**src/rtl/ts_tx_pacer.sv**
```systemverilog
// ts_tx_pacer: small TS FIFO that spaces outgoing training sets by a
// speed-dependent interval. The LTSSM lane generator writes TSs into the
// FIFO. One TS is popped every N cycles, where N is 64/32/16/8/4 for
// Gen1..Gen5.
//
// Ports
//   clk          system clock; all logic runs on this clock
//   rst          synchronous active-high reset
//   speed[5:0]   one-hot link speed (bit0=Gen1 .. bit4=Gen5, bit5 reserved)
//   flush        discard everything queued and restart pacing
//   ts_i[127:0]  TS from the lane generator
//   ts_i_vld     ts_i valid this cycle
//   tx_fifo_full FIFO holds DEPTH entries
//   ts_o[127:0]  paced TS; holds its last popped value between pulses
//   ts_o_vld     one-cycle pulse marking a new ts_o
//   fifo_level   current entry count
//   ovf          sticky: a write was dropped because the FIFO was full
module ts_tx_pacer #(
  parameter int DEPTH = 4
) (
  input  logic                   clk,
  input  logic                   rst,
  input  logic [5:0]             speed,
  input  logic                   flush,
  input  logic [127:0]           ts_i,
  input  logic                   ts_i_vld,
  output logic                   tx_fifo_full,
  output logic [127:0]           ts_o,
  output logic                   ts_o_vld,
  output logic [$clog2(DEPTH):0] fifo_level,
  output logic                   ovf
);

  localparam int AW = $clog2(DEPTH);
  localparam int LW = AW + 1;
  localparam logic [LW-1:0] FULL_LVL = LW'(DEPTH);

  // Gap reload value is N-1. The pop cycle itself is the first cycle of the
  // interval, so this value makes pulses land exactly N cycles apart.
  function automatic logic [5:0] gap_reload(input logic [5:0] spd);
    case (spd)
      6'b000001: gap_reload = 6'd63;
      6'b000010: gap_reload = 6'd31;
      6'b000100: gap_reload = 6'd15;
      6'b001000: gap_reload = 6'd7;
      6'b010000: gap_reload = 6'd3;
      default:   gap_reload = 6'd63;
    endcase
  endfunction

  logic [127:0]  mem_q [DEPTH];
  logic [AW-1:0] wr_ptr_q, wr_ptr_d;
  logic [AW-1:0] rd_ptr_q, rd_ptr_d;
  logic [LW-1:0] level_q, level_d;
  logic [5:0]    gap_q, gap_d;
  logic [127:0]  ts_q, ts_d;
  logic          vld_q, vld_d;
  logic          ovf_q, ovf_d;
  logic          push, pop, drop;

  always_comb begin
    // Full is judged on the level before the edge. A write that meets a
    // full FIFO is therefore dropped, even when a pop frees a slot on that
    // same edge.
    push = ts_i_vld && !flush && (level_q != FULL_LVL);
    drop = ts_i_vld && !flush && (level_q == FULL_LVL);
    pop  = !flush && (gap_q == 6'd0) && (level_q != '0);

    wr_ptr_d = wr_ptr_q;
    rd_ptr_d = rd_ptr_q;
    level_d  = level_q;
    gap_d    = gap_q;
    ts_d     = ts_q;
    vld_d    = 1'b0;
    ovf_d    = ovf_q;

    if (flush) begin
      // The flush leaves ts_o untouched.
      wr_ptr_d = '0;
      rd_ptr_d = '0;
      level_d  = '0;
      gap_d    = 6'd0;
      ovf_d    = 1'b0;
    end else begin
      if (push) wr_ptr_d = wr_ptr_q + AW'(1);
      if (pop)  rd_ptr_d = rd_ptr_q + AW'(1);
      case ({push, pop})
        2'b10:   level_d = level_q + LW'(1);
        2'b01:   level_d = level_q - LW'(1);
        default: level_d = level_q;
      endcase
      if (pop) begin
        ts_d  = mem_q[rd_ptr_q];
        vld_d = 1'b1;
        gap_d = gap_reload(speed);
      end else if (gap_q != 6'd0) begin
        gap_d = gap_q - 6'd1;
      end
      if (drop) ovf_d = 1'b1;
    end
  end

  always_ff @(posedge clk) begin
    if (rst) begin
      wr_ptr_q <= '0;
      rd_ptr_q <= '0;
      level_q  <= '0;
      gap_q    <= 6'd0;
      ts_q     <= '0;
      vld_q    <= 1'b0;
      ovf_q    <= 1'b0;
    end else begin
      wr_ptr_q <= wr_ptr_d;
      rd_ptr_q <= rd_ptr_d;
      level_q  <= level_d;
      gap_q    <= gap_d;
      ts_q     <= ts_d;
      vld_q    <= vld_d;
      ovf_q    <= ovf_d;
    end
  end

  // Storage needs no reset. The pointers and the level define what is valid.
  always_ff @(posedge clk) begin
    if (!rst && push) mem_q[wr_ptr_q] <= ts_i;
  end

  assign tx_fifo_full = (level_q == FULL_LVL);
  assign ts_o         = ts_q;
  assign ts_o_vld     = vld_q;
  assign fifo_level   = level_q;
  assign ovf          = ovf_q;

endmodule

```
**config.mk**
```make
export PLATFORM = sky130hd
export DESIGN_NAME = ts_tx_pacer
export DESIGN_NICKNAME = d
export VERILOG_FILES = /design/src/rtl/ts_tx_pacer.sv
export SDC_FILE = /design/constraint.sdc
export NUM_CORES = 1
export LEC_CHECK = 0
export ABC_AREA = 1
export CORE_MARGIN = 2
export CORE_UTILIZATION = 51
export CTS_CLUSTER_DIAMETER = 40
export DETAILED_ROUTE_END_ITERATION = 8
export PLACE_DENSITY = 0.76
export SETUP_SLACK_MARGIN = 0.5
export SLEW_MARGIN = 10
export SYNTH_ARGS = -nofsm -noshare
export SYNTH_HDL_FRONTEND = slang
export SYNTH_SLANG_ARGS = --single-unit
```
**constraint.sdc**
```tcl
create_clock -name clk -period 7.4 [get_ports clk]
set_input_delay 1.11 -clock clk [delete_from_list [all_inputs] [get_ports clk]]
set_output_delay 1.11 -clock clk [all_outputs]
set_load 0.05 [all_outputs]
```
Word level (Yosys, flattened, before mapping)
Memories as Yosys holds them, arrays and structs flattened. A register that Yosys moved wholly into a read port is not among the register bits.
Index checks and enable logic that the tools add are counted.

operators by class
  add/sub/neg operators = 5
  multipliers = 0
  div/mod/pow operators = 0
  magnitude comparators = 0
  eq/ne operators = 8
  shifts and indexed selects = 0
  mux-type cells = 7
  bitwise gates (word level) = 1
  reductions and logical operators = 15

operator list
  operator                                                                count
  6-bit one-hot mux with 4 select lines                                   1
  6-bit two-way mux                                                       2
  6-bit by 2-bit equality test with 1-bit output (second input constant)  1
  6-bit by 3-bit equality test with 1-bit output (second input constant)  1
  6-bit by 4-bit equality test with 1-bit output (second input constant)  1
  6-bit by 5-bit equality test with 1-bit output (second input constant)  1
  1-bit logical AND                                                       6
  6-bit zero test                                                         1
  3-bit one-hot mux with 2 select lines                                   1
  6-bit nonzero test                                                      1
  6-bit by 1-bit subtractor with 6-bit output (second input constant)     1
  2-bit by 1-bit adder with 2-bit output (second input constant)          2
  2-bit nonzero test                                                      2
  3-bit by 1-bit adder with 3-bit output (second input constant)          1
  3-bit equality test (second input constant)                             1
  1-bit two-way mux                                                       3
  3-bit != test (second input constant)                                   1
  3-bit nonzero test                                                      1
  3-bit by 1-bit subtractor with 3-bit output (second input constant)     1
  2-bit by 1-bit equality test with 1-bit output (second input constant)  1
  2-bit equality test (second input constant)                             1
  1-bit zero test                                                         2
  2-bit AND reduction                                                     1
  2-bit OR reduction                                                      1
  1-bit inverter                                                          1

storage, ports and cells
  register bits = 15
  latch bits = 0
  bits in writable memories = 512
  memory bits (read-only) = 0
  bits of input ports = 138
  output and inout bits = 134
  logic and storage cells = 43
  memories = 1

memory list
  memory  depth  bits a word  rd ports  clocked after memory_dff  wr ports  line  text
  mem_q   4      128          1         1                         1         51    logic [127:0] mem_q [DEPTH];

Logic depth before layout (Yosys ltp)
  word-level depth = 6
  mapped depth = 14
  gate-level depth less buffers = 13

Worst setup path before layout
No wires, ideal clock.

  path type = input to register
  from = in ts_i_vld
  to = mem mem_q[0][0], enable pin
  setup time = 0.616 ns
  data arrival time = 7.047 ns
  data required time = 6.784 ns
  slack = -0.264 ns
  stages = 5
  path buffers = 0
  cell sequence = inv_1 nor2_1 o31ai_1 or2_2 nor2_1

between the ends
  word-level cells in the longest chain between the ends = 5

ends and longest elaborated chain
  element                                  line  text
  from (decl)                              26    input logic ts_i_vld,
  1-bit logical AND (2 in series)          65    push = ts_i_vld && !flush && (level_q != FULL_LVL);
  1-bit logical AND                        125   if (!rst && push) mem_q[wr_ptr_q] <= ts_i;
  1-bit two-way mux                        125
  1-bit two-way mux (not written as such)  125
  to (decl)                                51

Every way passes these cells.

Worst setup path in the final report
  from = in flush
  to = mem mem_q[1][115], enable pin

between the ends
  word-level cells in the longest chain between the ends = 6

ends and longest elaborated chain
  element                                  line  text
  from (decl)                              24    input logic flush,
  1-bit zero test                          65
  1-bit logical AND (2 in series)          65
  1-bit logical AND                        125
  1-bit two-way mux                        125
  1-bit two-way mux (not written as such)  125

Every way passes these cells.

==> flow_metrics.env <==
export IMPL_run_status="finished clean"
export IMPL_timing_hold_worst_start="ts_o[89]"
export IMPL_dp_hpwl_mm=30.5
export IMPL_synth_top_cell_by_area="edfxtp_1"
export IMPL_grt_pass1_vias=16100
export IMPL_synth_area_sq_um=24800
export IMPL_fin_worst_skew_ns=0.0183
export IMPL_die_h_um=225
export IMPL_ctsResizeCount=0
export IMPL_start_util=0.519
export IMPL_cts_tree="yes"
export IMPL_core_area_sq_um=47800
export IMPL_r2r_start="rd_ptr_q[0]"
export IMPL_peakVddDrop_v=0.000276
export IMPL_rows=80
export IMPL_switching_share=0.232
export IMPL_fin_util=0.635
export IMPL_critPathMaxStageDelay_ns=0.76
export IMPL_yosysWarnings=0
export IMPL_hold_violations=0
export IMPL_gp_congestion=0.761
export IMPL_avgSynthCellArea_sq_um=12.9
export IMPL_synth_compound_area_frac=0.127
export IMPL_seqPwrFrac=0.469
export IMPL_nFillCells=3529
export IMPL_stdcell_count=2856
export IMPL_met1_length_mm=22.9
export IMPL_cp_depth=6
export IMPL_endpoint_kind="flip-flop"
export IMPL_maxCapViolCount=0
export IMPL_clk_pin_slew_ns=0.05
export IMPL_antenna_found_initial=15
export IMPL_synth_fp_nets=2075
export IMPL_power_switching_mw=2.03
export IMPL_relSlewSlack=0.285
export IMPL_power_density_nw_per_um2=288
export IMPL_cts_made_buffers=77
export IMPL_wl_met2_mm=27.6
export IMPL_clockPowerShare=0.447
export IMPL_dr_pass1_iters=5
export IMPL_finalWorstSetupSlack_ns=3.75
export IMPL_drt_wl_total_mm=56.7
export IMPL_crit_family="simple AND/OR/NAND/NOR gates"
export IMPL_post_drt_wl_per_cell_um=19.9
export IMPL_hold_depth=2
export IMPL_synthSimpleGateAreaFrac=0.0955
export IMPL_yosysMostFrequentCell="edfxtp_1"
export IMPL_ant_nets=0
export IMPL_avgViaCountPerCell=5.60
export IMPL_root_buffer="clkbuf_16"
export IMPL_dp_cells=2704
export IMPL_grt_max_degree=162
export IMPL_p_int_mw=6.71
export IMPL_period_share=0.493
export IMPL_synth_edff_count=512
export IMPL_r2r_end="ts_o[29]"
export IMPL_fin_nets=2314
export IMPL_critPathMaxFanout=35
export IMPL_ys_top_cells_by_count="512 x edfxtp_1, 285 x nor2_1, 210 x nand2_1"
export IMPL_clockBufferDepth=3
export IMPL_layout_drive_gt1_share=0.136
export IMPL_synth_ff_type="edfxtp_1"
export IMPL_grt_pass1_wl_mm=86.6
export IMPL_wl_met3_mm=4.30
export IMPL_vias=16000
export IMPL_synth_top_cell_area_share=0.620
export IMPL_min_to="ts_o[89]"
export IMPL_finalPower_mw=8.74
export IMPL_critPathRequiredTime_ns=7.63
export IMPL_r2r_cells=6
export IMPL_synth_area_leaders="edfxtp_1 62%, dfxtp_1 12%, nor2_1 4.3%, o21ai_0 3.5%, o22ai_1 3.2%"
export IMPL_dieArea_sq_um=50400
export IMPL_ctsHoldBuffers=0
export IMPL_power_leakage_nw=9.89
export IMPL_ys_types=33
export IMPL_combPwrFrac=0.085
export IMPL_tightest_slew_ns=1.07
export IMPL_top_level_ports=272
export IMPL_async_flop_share=0
export IMPL_hp_class="reg2reg"
export IMPL_drt_initial_drc_count=1320
export IMPL_netlist_instances=1929
export IMPL_clock_fmax_mhz=274
export IMPL_place_port_buffers=271
export IMPL_crit_buf_inv=2
export IMPL_ys_ff_latch=655
export IMPL_postCtsSetupRepairBufs=0
export IMPL_ys_seq_area_frac=0.735
export IMPL_cp_slowest_cell="nor2_4"
export IMPL_synth_top_family_by_area="compound AO/OA/AOI/OAI gates"
export IMPL_synthAdderAreaFrac=0.00434
export IMPL_clk_latency_ns=0.61
export IMPL_worstPathArrival_ns=3.88
export IMPL_cts_sinks=655
export IMPL_setup_viol=0
export IMPL_synth_xor_area_frac=0.00106
export IMPL_drc_errors=0
export IMPL_worst_hold_slack_ns=0.466
export IMPL_path_class="in2reg"
export IMPL_r2r_setup_slack_ns=3.86
export IMPL_drv_slew=0
export IMPL_htreeDepth=3
export IMPL_die_x_um=225
export IMPL_critPathLaunchType="input pin"
export IMPL_pre_cts_slack_ns=3.14
export IMPL_grt_total_usage=0.222
export IMPL_grt_overflow_total=0
export IMPL_path_cells="clkdlybuf4s50_1, nor2_1, o31ai_1, or2_2, nor2_4, buf_4"
export IMPL_dr_max_layer_used="met5"
export IMPL_area_growth_pct=22.5
export IMPL_finalCriticalPeriod_ns=3.65
export IMPL_synth_mux_area_frac=0
export IMPL_rsz0062_at_grt="false"
## worst reg2reg max path, delay by kind of cell, from the launching register on
| family | cells | cell delay, ns |
|---|---|---|
| buffers and inverters | 2 | 1.67 |
| DFF | 1 | 0.93 |
| AOI/OAI and AO/OA | 3 | 0.78 |
| and+or+nand+nor | 1 | 0.08 |
## state kept, by name, indices dropped and copies added (netlist names)
| signal | cells |
|---|---|
| gap_q | 6 |
| rd_ptr_q | 2 |
| ovf | 1 |
| ts_o_vld | 1 |
| ts_o | 128 |
| fifo_level | 3 |
| wr_ptr_q | 2 |
| mem_q | 512 |
## power by group through the flow
stage	clock, mW	sequential [mW]	combinational (mW)
2_1_floorplan	0	4.29	0.381
3_3_place_gp	0	4.17	0.722
3_5_place_dp	0	4.17	0.741
4_1_cts	3.97	4.10	0.745
5_1_grt	4.12	4.10	0.803
6_report	3.91	4.10	0.740
## cell type report
cell class | count | area [sq um] | share of cell area
clock inverter | 49 | 587 | 0.0193
sequential | 655 | 18200 | 0.600
timing repair buffer | 286 | 2860 | 0.0942
antenna | 9 | 22.5 | 0.000741
multi-input combinational | 1120 | 5690 | 0.187
inverter | 28 | 115 | 0.00379
tap | 615 | 769 | 0.0253
clock buffer | 94 | 2100 | 0.0692
## per-layer routing
metal  GRT usage  vias to the layer above
met4      0.0955                       12
met2       0.371                      567
li1            -                     7439
met3      0.0547                      126
met1       0.278                     7862
met5           0                        -
## kinds of logic after synthesis
logic type / after synthesis
flops: 655
simple gates: 573
compound gates: 536
buf+inv: 154
fa+ha+maj: 8
xor+xnor: 3
## stage by stage
step | area (sq um) | TNS (ns)
after detailed placement | 27700 | 0
after global placement | 27700 | 0
after CTS | 30400 | 0
after global routing | 30400 | 0
final | 30400 | 0
after floorplan | 24800 | -134.97
## placed cells by master (no fill, tap or decap), types with 2 or more instances in the layout
master             n
xor2_1             3
o21ai_1           95
inv_8              2
nand2_4            2
clkbuf_16         80
clkinv_4           8
dfxtp_4            2
inv_2              3
o21ai_0          172
a21oi_2           82
edfxtp_1         512
bufinv_16         10
ha_1               7
nor2_4             5
nor2_2             2
o22ai_1          128
inv_1             22
nor2_1           281
clkinv_1          10
clkbuf_1           9
nand3_1            7
nand2_1          210
dfxtp_1          141
buf_4             12
diode_2            9
a21oi_1           57
clkinvlp_4         7
inv_6             10
nand2_2           61
buf_12             3
clkdlybuf4s50_1  270
clkbuf_8           5
clkinv_2           3
## worst max path at each step
stage,slack (ns),from,to
floorplan,-0.26,ts_i_vld,mem_q[0][0]
global placement,3.16,flush,mem_q[1][38]
detailed placement,3.14,flush,mem_q[1][40]
CTS,3.78,flush,mem_q[1][80]
global route,3.61,flush,mem_q[1][40]
finish,3.75,flush,mem_q[1][115]
No activity file was read; power rests on OpenSTA's default activity.
